## config.mk

```make
export PLATFORM = sky130hd
export DESIGN_NAME = frame_mem_arbiter
export DESIGN_NICKNAME = d
export VERILOG_FILES = /design/src/rtl/frame_mem_arbiter.sv
export SDC_FILE = /design/constraint.sdc
export NUM_CORES = 1
export LEC_CHECK = 0
export CAP_MARGIN = 20
export CELL_PAD_IN_SITES_DETAIL_PLACEMENT = 1
export CELL_PAD_IN_SITES_GLOBAL_PLACEMENT = 2
export CORE_MARGIN = 2
export CORE_UTILIZATION = 31
export DETAILED_ROUTE_END_ITERATION = 10
export PLACE_DENSITY = 0.85
export SETUP_SLACK_MARGIN = 0.15
export SLEW_MARGIN = 20
export SYNTH_ARGS = -nofsm -noshare
export SYNTH_HDL_FRONTEND = slang
export SYNTH_SLANG_ARGS = --single-unit
```

## constraint.sdc

```tcl
create_clock -name clk_i -period 6.8 [get_ports clk_i]
set_input_delay 1.02 -clock clk_i [delete_from_list [all_inputs] [get_ports clk_i]]
set_output_delay 1.02 -clock clk_i [all_outputs]
set_load 0.02 [all_outputs]
```

## src/rtl/frame_mem_arbiter.sv

```systemverilog
// frame_mem_arbiter: round-robin sharing of one frame-buffer memory port between two line-segment pixel requesters
module frame_mem_arbiter #(
  parameter int ADDR_W      = 24,
  parameter int PIX_W       = 24,
  parameter int TIMEOUT_CYC = 4096
) (
  input  logic              clk_i,
  input  logic              rst_i,
  input  logic [15:0]       img_size_x_i,
  input  logic              r0_go_i,
  input  logic              r0_wr_i,
  input  logic [15:0]       r0_start_x_i,
  input  logic [15:0]       r0_line_i,
  input  logic [15:0]       r0_num_pixels_i,
  input  logic [PIX_W-1:0]  r0_wr_pix_i,
  output logic              r0_wr_stb_o,
  output logic [PIX_W-1:0]  r0_rd_pix_o,
  output logic              r0_rd_stb_o,
  output logic              r0_busy_o,
  output logic              r0_done_o,
  output logic              r0_err_o,
  input  logic              r1_go_i,
  input  logic              r1_wr_i,
  input  logic [15:0]       r1_start_x_i,
  input  logic [15:0]       r1_line_i,
  input  logic [15:0]       r1_num_pixels_i,
  input  logic [PIX_W-1:0]  r1_wr_pix_i,
  output logic              r1_wr_stb_o,
  output logic [PIX_W-1:0]  r1_rd_pix_o,
  output logic              r1_rd_stb_o,
  output logic              r1_busy_o,
  output logic              r1_done_o,
  output logic              r1_err_o,
  output logic              mem_req_o,
  output logic              mem_we_o,
  output logic [ADDR_W-1:0] mem_addr_o,
  output logic [PIX_W-1:0]  mem_wdata_o,
  input  logic              mem_ack_i,
  input  logic              mem_rvalid_i,
  input  logic [PIX_W-1:0]  mem_rdata_i
);
  localparam int TW = $clog2(TIMEOUT_CYC + 1);
  typedef enum logic [2:0] {IDLE, SETUP, REQ, RDWAIT, NEXT, FIN} state_t;
  state_t state_q, state_d;
  logic [1:0] go, wr_in, pend_q, wr_q, req_v, done, wr_stb, rd_stb_q;
  logic [15:0] sx_in[2], ln_in[2], np_in[2], sx_q[2], ln_q[2], np_q[2];
  logic [PIX_W-1:0] wr_pix[2], rd_pix_q[2];
  logic owner_q, owner_d, rr_q, rr_d, err_q, err_d;
  logic [ADDR_W-1:0] addr_q, addr_d;
  logic [15:0] rem_q, rem_d;
  logic [TW-1:0] tmo_q, tmo_d;
  assign go     = {r1_go_i, r0_go_i};
  assign wr_in  = {r1_wr_i, r0_wr_i};
  assign sx_in  = '{r0_start_x_i, r1_start_x_i};
  assign ln_in  = '{r0_line_i, r1_line_i};
  assign np_in  = '{r0_num_pixels_i, r1_num_pixels_i};
  assign wr_pix = '{r0_wr_pix_i, r1_wr_pix_i};
  // a GO arriving while idle competes in the same cycle it is captured
  assign req_v = pend_q | go;
  always_comb begin
    state_d = state_q;
    owner_d = owner_q;
    rr_d    = rr_q;
    err_d   = err_q;
    addr_d  = addr_q;
    rem_d   = rem_q;
    tmo_d   = '0;
    case (state_q)
      IDLE: begin
        err_d = 1'b0;
        if (|req_v) begin
          owner_d = &req_v ? rr_q : req_v[1];
          rr_d    = &req_v ? ~rr_q : rr_q;
          state_d = SETUP;
        end
      end
      SETUP: begin
        addr_d  = ADDR_W'(32'(ln_q[owner_q]) * 32'(img_size_x_i) + 32'(sx_q[owner_q]));
        rem_d   = np_q[owner_q];
        state_d = np_q[owner_q] == 16'd0 ? FIN : REQ;
      end
      REQ, RDWAIT: begin
        if (state_q == REQ ? mem_ack_i : mem_rvalid_i)
          state_d = (state_q == RDWAIT || wr_q[owner_q]) ? NEXT : RDWAIT;
        else if (tmo_q == TW'(TIMEOUT_CYC - 1)) begin
          state_d = FIN;
          err_d   = 1'b1;
        end else
          tmo_d = tmo_q + TW'(1);
      end
      NEXT: begin
        addr_d  = addr_q + ADDR_W'(1);
        rem_d   = rem_q - 16'd1;
        state_d = rem_q == 16'd1 ? FIN : REQ;
      end
      default: state_d = IDLE;
    endcase
  end
  always_ff @(posedge clk_i) begin
    if (rst_i) begin
      state_q     <= IDLE;
      pend_q      <= '0;
      owner_q     <= 1'b0;
      rr_q        <= 1'b0;
      err_q       <= 1'b0;
      addr_q      <= '0;
      rem_q       <= '0;
      tmo_q       <= '0;
      rd_stb_q    <= '0;
      rd_pix_q[0] <= '0;
      rd_pix_q[1] <= '0;
    end else begin
      state_q  <= state_d;
      pend_q   <= req_v & ~done;
      owner_q  <= owner_d;
      rr_q     <= rr_d;
      err_q    <= err_d;
      addr_q   <= addr_d;
      rem_q    <= rem_d;
      tmo_q    <= tmo_d;
      rd_stb_q <= '0;
      if (state_q == RDWAIT && mem_rvalid_i) begin
        rd_pix_q[owner_q] <= mem_rdata_i;
        rd_stb_q[owner_q] <= 1'b1;
      end
    end
  end
  // slot contents are only meaningful while pending, so they need no reset
  always_ff @(posedge clk_i) begin
    for (int i = 0; i < 2; i++) begin
      if (go[i] && !pend_q[i]) begin
        wr_q[i] <= wr_in[i];
        sx_q[i] <= sx_in[i];
        ln_q[i] <= ln_in[i];
        np_q[i] <= np_in[i];
      end
    end
  end
  assign mem_req_o   = state_q == REQ;
  assign mem_we_o    = mem_req_o & wr_q[owner_q];
  assign mem_wdata_o = mem_we_o ? wr_pix[owner_q] : '0;
  assign mem_addr_o  = addr_q;
  assign done        = {2{state_q == FIN}} & {owner_q, ~owner_q};
  assign wr_stb      = {2{mem_we_o & mem_ack_i}} & {owner_q, ~owner_q};
  assign r0_wr_stb_o = wr_stb[0];
  assign r1_wr_stb_o = wr_stb[1];
  assign r0_rd_pix_o = rd_pix_q[0];
  assign r1_rd_pix_o = rd_pix_q[1];
  assign r0_rd_stb_o = rd_stb_q[0];
  assign r1_rd_stb_o = rd_stb_q[1];
  assign r0_busy_o   = pend_q[0];
  assign r1_busy_o   = pend_q[1];
  assign r0_done_o   = done[0];
  assign r1_done_o   = done[1];
  assign r0_err_o    = done[0] & err_q;
  assign r1_err_o    = done[1] & err_q;
endmodule

```

Word-level counts from Yosys, hierarchy flattened

Memories as Yosys holds them, arrays and structs flattened. A register that Yosys moved wholly into a read port is not among the register bits.
Cells that the tools add are included.

Bitwise gates (word level): 14
Muxes and demuxes: 40
Reduce and logical (&&, ||, !) cells: 21
Multiply operators: 1
$add $sub $neg: 4
Equal/unequal tests: 11
$lt $le $gt $ge: 3

Operators by type and width:

| operator                | number |
|---|---|
| $mux W24                | 5 |
| $pmux W24 S2            | 1 |
| $pmux W16 S2            | 1 |
| $add A24 B1 Y24 const B | 1 |
| $add A24 B16 Y24        | 1 |
| $mul A16 B16 Y24        | 1 |
| $mux W1                 | 24 |
| $reduce_or A24 Y1       | 1 |
| $mux W3                 | 6 |
| $eq A16 B1 Y1 const B   | 1 |
| $logic_not A16 Y1       | 1 |
| $sub A16 B1 Y16 const B | 1 |
| $add A13 B1 Y13 const B | 1 |
| $eq A13 B12 Y1 const B  | 1 |
| $pmux W3 S4             | 1 |
| $and A2 B2 Y2           | 3 |
| $eq A3 B2 Y1 const B    | 2 |
| $eq A3 B3 Y1 const B    | 2 |
| $ne A2 B2 Y1 const B    | 3 |
| $reduce_and A2 Y1       | 3 |
| $reduce_or A2 Y1        | 3 |
| $and A1 B1 Y1           | 4 |
| $logic_and A1 B1 Y1     | 4 |
| $not A1 Y1              | 4 |
| other kinds (17)        | 19 |

RAM bits: 144
Memories: 4
Register bits: 65
Output and inout bits: 108

Memories:

| name     | depth | bits a word | read ports | clocked after Yosys merged registers in | wr ports | RTL line | text |
|---|---|---|---|---|---|---|---|
| rd_pix_q | 2     | 24          | 2          | 0                                       | 2        | 47       | `logic [PIX_W-1:0] wr_pix[2], rd_pix_q[2];` |
| ln_q     | 2     | 16          | 1          | 1                                       | 2        | 46       | `logic [15:0] sx_in[2], ln_in[2], np_in[2], sx_q[2], ln_q[2], np_q[2];` |
| np_q     | 2     | 16          | 1          | 1                                       | 2        | 46       |  |
| sx_q     | 2     | 16          | 1          | 1                                       | 2        | 46       |  |

Depth between registers and ports, before layout

Depth after elaboration: 7
Depth in mapped cells: 26
Mapped depth without buffers: 22

Worst setup path before layout

No wires, ideal clock.

Path kind: register -> register
From: register with a tool-made name
To: register addr_q[20], in the netlist mem_addr_o[20]
Setup slack: 0.413 ns
Buffers on the path: 4
Cell stages (with the launch flop): 26
Setup time: 0.131 ns
Required time: 6.669 ns
Period minus slack after synthesis: 6.387 ns
Arrival time: 6.256 ns
Path through: dfxtp_1 > buf_2 > buf_2 > buf_1 > mux2_2 > clkbuf_1 > and2_1 > fa_1 > inv_1 > fa_1 > inv_1 > fa_1 > fa_1 > fa_1 > inv_1 > fa_1 > inv_1 > ha_1 > a21o_1 > a21o_1 > a21oi_1 > nand2_1 > a21o_1 > a31oi_1 > xor2_1 > o22ai_1

RTL lines:

| item                 | RTL line | text |
|---|---|---|
| end signal, assigned | 118      | `addr_q <= addr_d;` |
| end, declared        | 49       | `logic [ADDR_W-1:0] addr_q, addr_d;` |

Final worst setup path

From: input port img_size_x_i[1]
To: register addr_q[22], in the netlist mem_addr_o[22]

Word-level cells in the longest chain between the ends: 3

Ends and longest elaborated chain:

| item             | RTL line | text |
|---|---|---|
| start, declared  | 9        | `input logic [15:0] img_size_x_i,` |
| $mul A16 B16 Y24 | 78       | `addr_d = ADDR_W'(32'(ln_q[owner_q]) * 32'(img_size_x_i) + 32'(sx_q[owner_q]));` |
| $add A24 B16 Y24 | 78       |  |
| $pmux W24 S2     | 68       | `case (state_q)` |

Every way passes these cells.
A chain may end at the register's enable or synchronous reset.

==> impl_metrics.prom <==
# TYPE chip_impl_metric gauge
chip_impl_info{name="yosys.area.top_type",value="sky130_fd_sc_hd__edfxtp_1"} 1
chip_impl_metric{name="cts_hold_buf",unit=""} 0
chip_impl_metric{name="worst_slew_margin_rel",unit="%"} 32.6
chip_impl_info{name="ys_top_cells_by_area",value="sky130_fd_sc_hd__edfxtp_1, sky130_fd_sc_hd__fa_1, sky130_fd_sc_hd__dfxtp_1"} 1
chip_impl_metric{name="gp_congestion",unit=""} 0.824
chip_impl_metric{name="setup.reg_to_reg.worst_slack",unit="ns"} 0.49
chip_impl_metric{name="grt_pass1_wl",unit="µm"} 77800
chip_impl_metric{name="fp.dieW",unit="µm"} 234
chip_impl_metric{name="synth_edf_count",unit=""} 146
chip_impl_metric{name="viasPerCell",unit=""} 4.70
chip_impl_metric{name="filler_cell_count",unit=""} 5879
chip_impl_info{name="cp-endpoint",value="mem_addr_o[22]$_SDFFE_PP0P_"} 1
chip_impl_metric{name="instances_no_fill",unit=""} 2645
chip_impl_metric{name="r2r_cells",unit=""} 23
chip_impl_info{name="worstSetupStartpoint",value="img_size_x_i[1]"} 1
chip_impl_metric{name="synth-seq-cells",unit=""} 210
chip_impl_metric{name="drt_first_iter_violations",unit=""} 508
chip_impl_metric{name="htree_levels",unit=""} 1
chip_impl_metric{name="crit_arrival",unit="ns"} 6.81
chip_impl_metric{name="timing.critical_path.required",unit="ns"} 7.27
chip_impl_metric{name="endpoints_failing_hold",unit=""} 0
chip_impl_info{name="rsz0062_at_grt",value="no"} 1
chip_impl_info{name="largest_family_of_logic_cells_by_synthesized_area",value="adder cells"} 1
chip_impl_metric{name="area_fraction_in_compound_gates_after_synthesis",unit="%"} 6.56
chip_impl_metric{name="clock_latency_reported_for_the_late_side_of_the_worst_skew_pair",unit="ns"} 0.56
chip_impl_metric{name="multiInputGateArea",unit="mm²"} 0.00951
chip_impl_metric{name="placement.io_buffers",unit=""} 299
chip_impl_metric{name="cap_viol_max_count",unit=""} 0
chip_impl_metric{name="maxSlewViolCount",unit=""} 0
chip_impl_info{name="synthMostInstantiatedCell",value="sky130_fd_sc_hd__inv_1"} 1
chip_impl_metric{name="synth_top_cell_area_share",unit="%"} 26.8
chip_impl_metric{name="post_synth_instance_area",unit="mm²"} 0.0164
chip_impl_metric{name="nets",unit=""} 2387
chip_impl_metric{name="dp.cells",unit=""} 2591
chip_impl_metric{name="post-route-period-util",unit="%"} 93.2
chip_impl_metric{name="layout.area.seq",unit="mm²"} 0.00567
chip_impl_metric{name="cts_inserted_buffers",unit=""} 26
chip_impl_metric{name="detail_route.wl_per_cell",unit="µm"} 18.5
chip_impl_metric{name="cts_buffer_depth",unit=""} 3
chip_impl_metric{name="synthesis.instances",unit=""} 1605
chip_impl_metric{name="fp.dieH",unit="µm"} 234
chip_impl_metric{name="coreArea",unit="mm²"} 0.0523
chip_impl_metric{name="antenna_nets_post_route",unit=""} 0
chip_impl_info{name="clockRootBuffer",value="sky130_fd_sc_hd__clkbuf_16"} 1
chip_impl_metric{name="grtUsageMet2",unit="%"} 31.7
chip_impl_metric{name="place.detailed.hpwl",unit="µm"} 39100
chip_impl_metric{name="drc",unit=""} 0
chip_impl_metric{name="post_syn_nets",unit=""} 2056
chip_impl_metric{name="syn-mean-instance-area",unit="µm²"} 10.2
chip_impl_metric{name="antenna_found_initial",unit=""} 0
chip_impl_metric{name="cts_sinks",unit=""} 210
chip_impl_metric{name="timing.final.setup_violations",unit=""} 0
chip_impl_metric{name="synth.lib_cells_used.distinct",unit=""} 57
chip_impl_metric{name="postRouteWirelength",unit="µm"} 48800
chip_impl_info{name="status",value="completed"} 1
chip_impl_metric{name="start_util",unit="%"} 31.3
chip_impl_metric{name="num_vias",unit=""} 12441
chip_impl_metric{name="synth_simple_gate_area_share",unit="%"} 16.1
chip_impl_metric{name="global_route.usage.met3",unit="%"} 4.02
chip_impl_metric{name="die_area",unit="mm²"} 0.0546
chip_impl_metric{name="synth_fa_ha_area_share",unit="%"} 28.2
chip_impl_metric{name="synth_sequential_area_ratio",unit="%"} 34.6
chip_impl_metric{name="timing.clock.skew",unit="ns"} 0.0365
chip_impl_info{name="post_synth_most_frequent_cells",value="sky130_fd_sc_hd__inv_1, sky130_fd_sc_hd__fa_1, sky130_fd_sc_hd__nand2_1"} 1
chip_impl_info{name="timing_worst_setup_path_type",value="input port to flop"} 1
chip_impl_metric{name="critical_path.max_fanout",unit=""} 16
chip_impl_metric{name="timing.final.crit_period",unit="ns"} 6.34
chip_impl_info{name="cp-start-kind",value="input port"} 1
chip_impl_metric{name="timing_worst_slew_pin_value",unit="ns"} 1.01
chip_impl_metric{name="ioPinCount",unit=""} 300
chip_impl_info{name="synth-main-ff-cell",value="sky130_fd_sc_hd__edfxtp_1"} 1
chip_impl_metric{name="yosys.area_share.xor_xnor",unit="%"} 2.36
chip_impl_metric{name="fraction_of_final_layout_cells_sized_beyond_drive_strength_1",unit="%"} 7.83
chip_impl_metric{name="globalRouteOverflowTotal",unit=""} 0
chip_impl_metric{name="groute.usage.overall",unit="%"} 18.1
chip_impl_metric{name="worst_setup_hold_path_clk_slew",unit="ns"} 0.06
chip_impl_info{name="tritoncts",value="done"} 1
chip_impl_info{name="hp-class",value="flop to flop"} 1
chip_impl_metric{name="firstDrtPassIters",unit=""} 4
chip_impl_metric{name="area.growth.synth_to_final",unit="%"} 31.5
chip_impl_metric{name="synth-async-reset-ratio",unit="%"} 0
chip_impl_metric{name="muxShareOfSynthArea",unit="%"} 4.66
chip_impl_info{name="cp-end-kind",value="flop"} 1
chip_impl_metric{name="synth-warning-count",unit=""} 0
chip_impl_metric{name="via_count_of_the_first_global_routing_pass",unit=""} 14162
chip_impl_metric{name="max_clock_freq",unit="GHz"} 0.158
chip_impl_metric{name="groute.layer.met1.usage",unit="%"} 22.9
chip_impl_metric{name="fp-row-count",unit=""} 84
chip_impl_metric{name="grt_max_degree",unit=""} 56
chip_impl_info{name="crit-reg2reg-capture",value="mem_addr_o[22]$_SDFFE_PP0P_"} 1
chip_impl_info{name="globalRoute.busiestLayer",value="met2"} 1
## routing by layer
metal	share of wire [%]	wire length, µm
met5	0	0
met4	1.9	952
met3	5.9	2860
met2	50	24400
met1	42	20600
## placed cells by master, fill, tap and decap left out, types with 10 or more instances in the layout
cell                              synthesis  routed
sky130_fd_sc_hd__xor2_1                  14      14
sky130_fd_sc_hd__nor3_1                  18      17
sky130_fd_sc_hd__nand3_1                 18      18
sky130_fd_sc_hd__ha_1                    75      75
sky130_fd_sc_hd__nand2_1                165     165
sky130_fd_sc_hd__nand4_1                 10      10
sky130_fd_sc_hd__inv_1                  256     256
sky130_fd_sc_hd__o21ai_0                 29      29
sky130_fd_sc_hd__and3_1                  13      13
sky130_fd_sc_hd__a21o_1                  16      16
sky130_fd_sc_hd__dfxtp_1                 64      62
sky130_fd_sc_hd__mux2_2                  26      26
sky130_fd_sc_hd__o22ai_1                 10      10
sky130_fd_sc_hd__edfxtp_1               146     146
sky130_fd_sc_hd__fa_1                   184     184
sky130_fd_sc_hd__clkbuf_16                0      27
sky130_fd_sc_hd__xnor2_1                 30      30
sky130_fd_sc_hd__buf_4                    0      65
sky130_fd_sc_hd__nor2_1                 106     105
sky130_fd_sc_hd__mux2i_1                 47      47
sky130_fd_sc_hd__a21oi_1                 53      53
sky130_fd_sc_hd__and2_1                 153     153
sky130_fd_sc_hd__a31oi_1                 13      13
sky130_fd_sc_hd__clkdlybuf4s50_1          0     298
## state kept, by name, summed over array words and instances, names as in the netlist, 2 cells and up, named ones only
register	count
ln_q	32
mem_addr_o	24
np_q	32
pend_q	2
rd_pix_q	48
rd_stb_q	2
rem_q	16
state_q	3
sx_q	32
tmo_q	13
wr_q	2
## worst min-delay path by stage
| stage | cells after the start | start | end |
|---|---|---|---|
| global route | 2 | tmo_q[12]$_SDFF_PP0_ | tmo_q[12]$_SDFF_PP0_ |
| finish | 1 | tmo_q[0]$_SDFF_PP0_ | tmo_q[0]$_SDFF_PP0_ |
| global placement | 1 | tmo_q[0]$_SDFF_PP0_ | tmo_q[0]$_SDFF_PP0_ |
| detailed placement | 1 | tmo_q[0]$_SDFF_PP0_ | tmo_q[0]$_SDFF_PP0_ |
| floorplan | 1 | tmo_q[0]$_SDFF_PP0_ | tmo_q[0]$_SDFF_PP0_ |
| CTS | 1 | tmo_q[0]$_SDFF_PP0_ | tmo_q[0]$_SDFF_PP0_ |
## metrics by stage
stage / TNS (ns) / hold WS, ns / setup slack [ns] / cell area, µm² / utilization (%)
6_report: 0 / 0.445 / 0.463 / 21500 / 41.1
5_1_grt: 0 / 0.491 / 0.158 / 21500 / 41.1
4_1_cts: 0 / 0.450 / 0.313 / 21500 / 41.0
3_5_place_dp: -0.0663 / 0.436 / -0.0663 / 20500 / 39.2
3_3_place_gp: 0 / 0.427 / 0.0225 / 20500 / 39.2
2_1_floorplan: 0 / 0.418 / 0.413 / 16400 / -
## cells by family (layout without fill, tap and decap cells)
logic type,Yosys count,after routing
buf+inv,323,673
flops,210,210
other cells,0,2
compound gates,167,167
fa+ha+maj,259,259
simple gates,529,529
xor+xnor,44,44
mux,73,73
## timing repair
item | in CTS | in global routing
setup buffers | 0 | 5
pin swaps | 0 | 0
hold endpoints to repair | 0 | 0
gates resized for setup | 1 | 1
setup endpoints to repair | 2 | 7
## critical path, cell delays in order
cell and delay [ns]:
sky130_fd_sc_hd__clkdlybuf4s50_1 0.51, sky130_fd_sc_hd__buf_12 0.16, sky130_fd_sc_hd__nand2_1 0.08, sky130_fd_sc_hd__fa_1 0.52, sky130_fd_sc_hd__fa_1 0.58, sky130_fd_sc_hd__fa_1 0.46
sky130_fd_sc_hd__fa_1 0.56, sky130_fd_sc_hd__inv_1 0.05, sky130_fd_sc_hd__fa_1 0.49, sky130_fd_sc_hd__inv_1 0.07, sky130_fd_sc_hd__fa_1 0.49, sky130_fd_sc_hd__inv_1 0.05
sky130_fd_sc_hd__ha_1 0.32, sky130_fd_sc_hd__and3_1 0.22, sky130_fd_sc_hd__nand3_1 0.09, sky130_fd_sc_hd__a21oi_1 0.16, sky130_fd_sc_hd__a211oi_1 0.07, sky130_fd_sc_hd__buf_4 0.14
sky130_fd_sc_hd__o21ai_0 0.27, sky130_fd_sc_hd__nand2_1 0.12, sky130_fd_sc_hd__o2111ai_1 0.18, sky130_fd_sc_hd__o311a_1 0.19
## cell type report
cell class / count / share of cell area [%]
clock inverter: 13 / 1.01
clock buffer: 34 / 3.26
inverter: 256 / 4.46
antenna: 2 / 0.0233
sequential: 210 / 26.3
tap: 688 / 4.00
multi-input combinational: 1072 / 44.2
timing repair buffer: 370 / 16.7
Power is not shown: default switching activity piles up to over one toggle a cycle in this logic, so the estimate is an artifact.
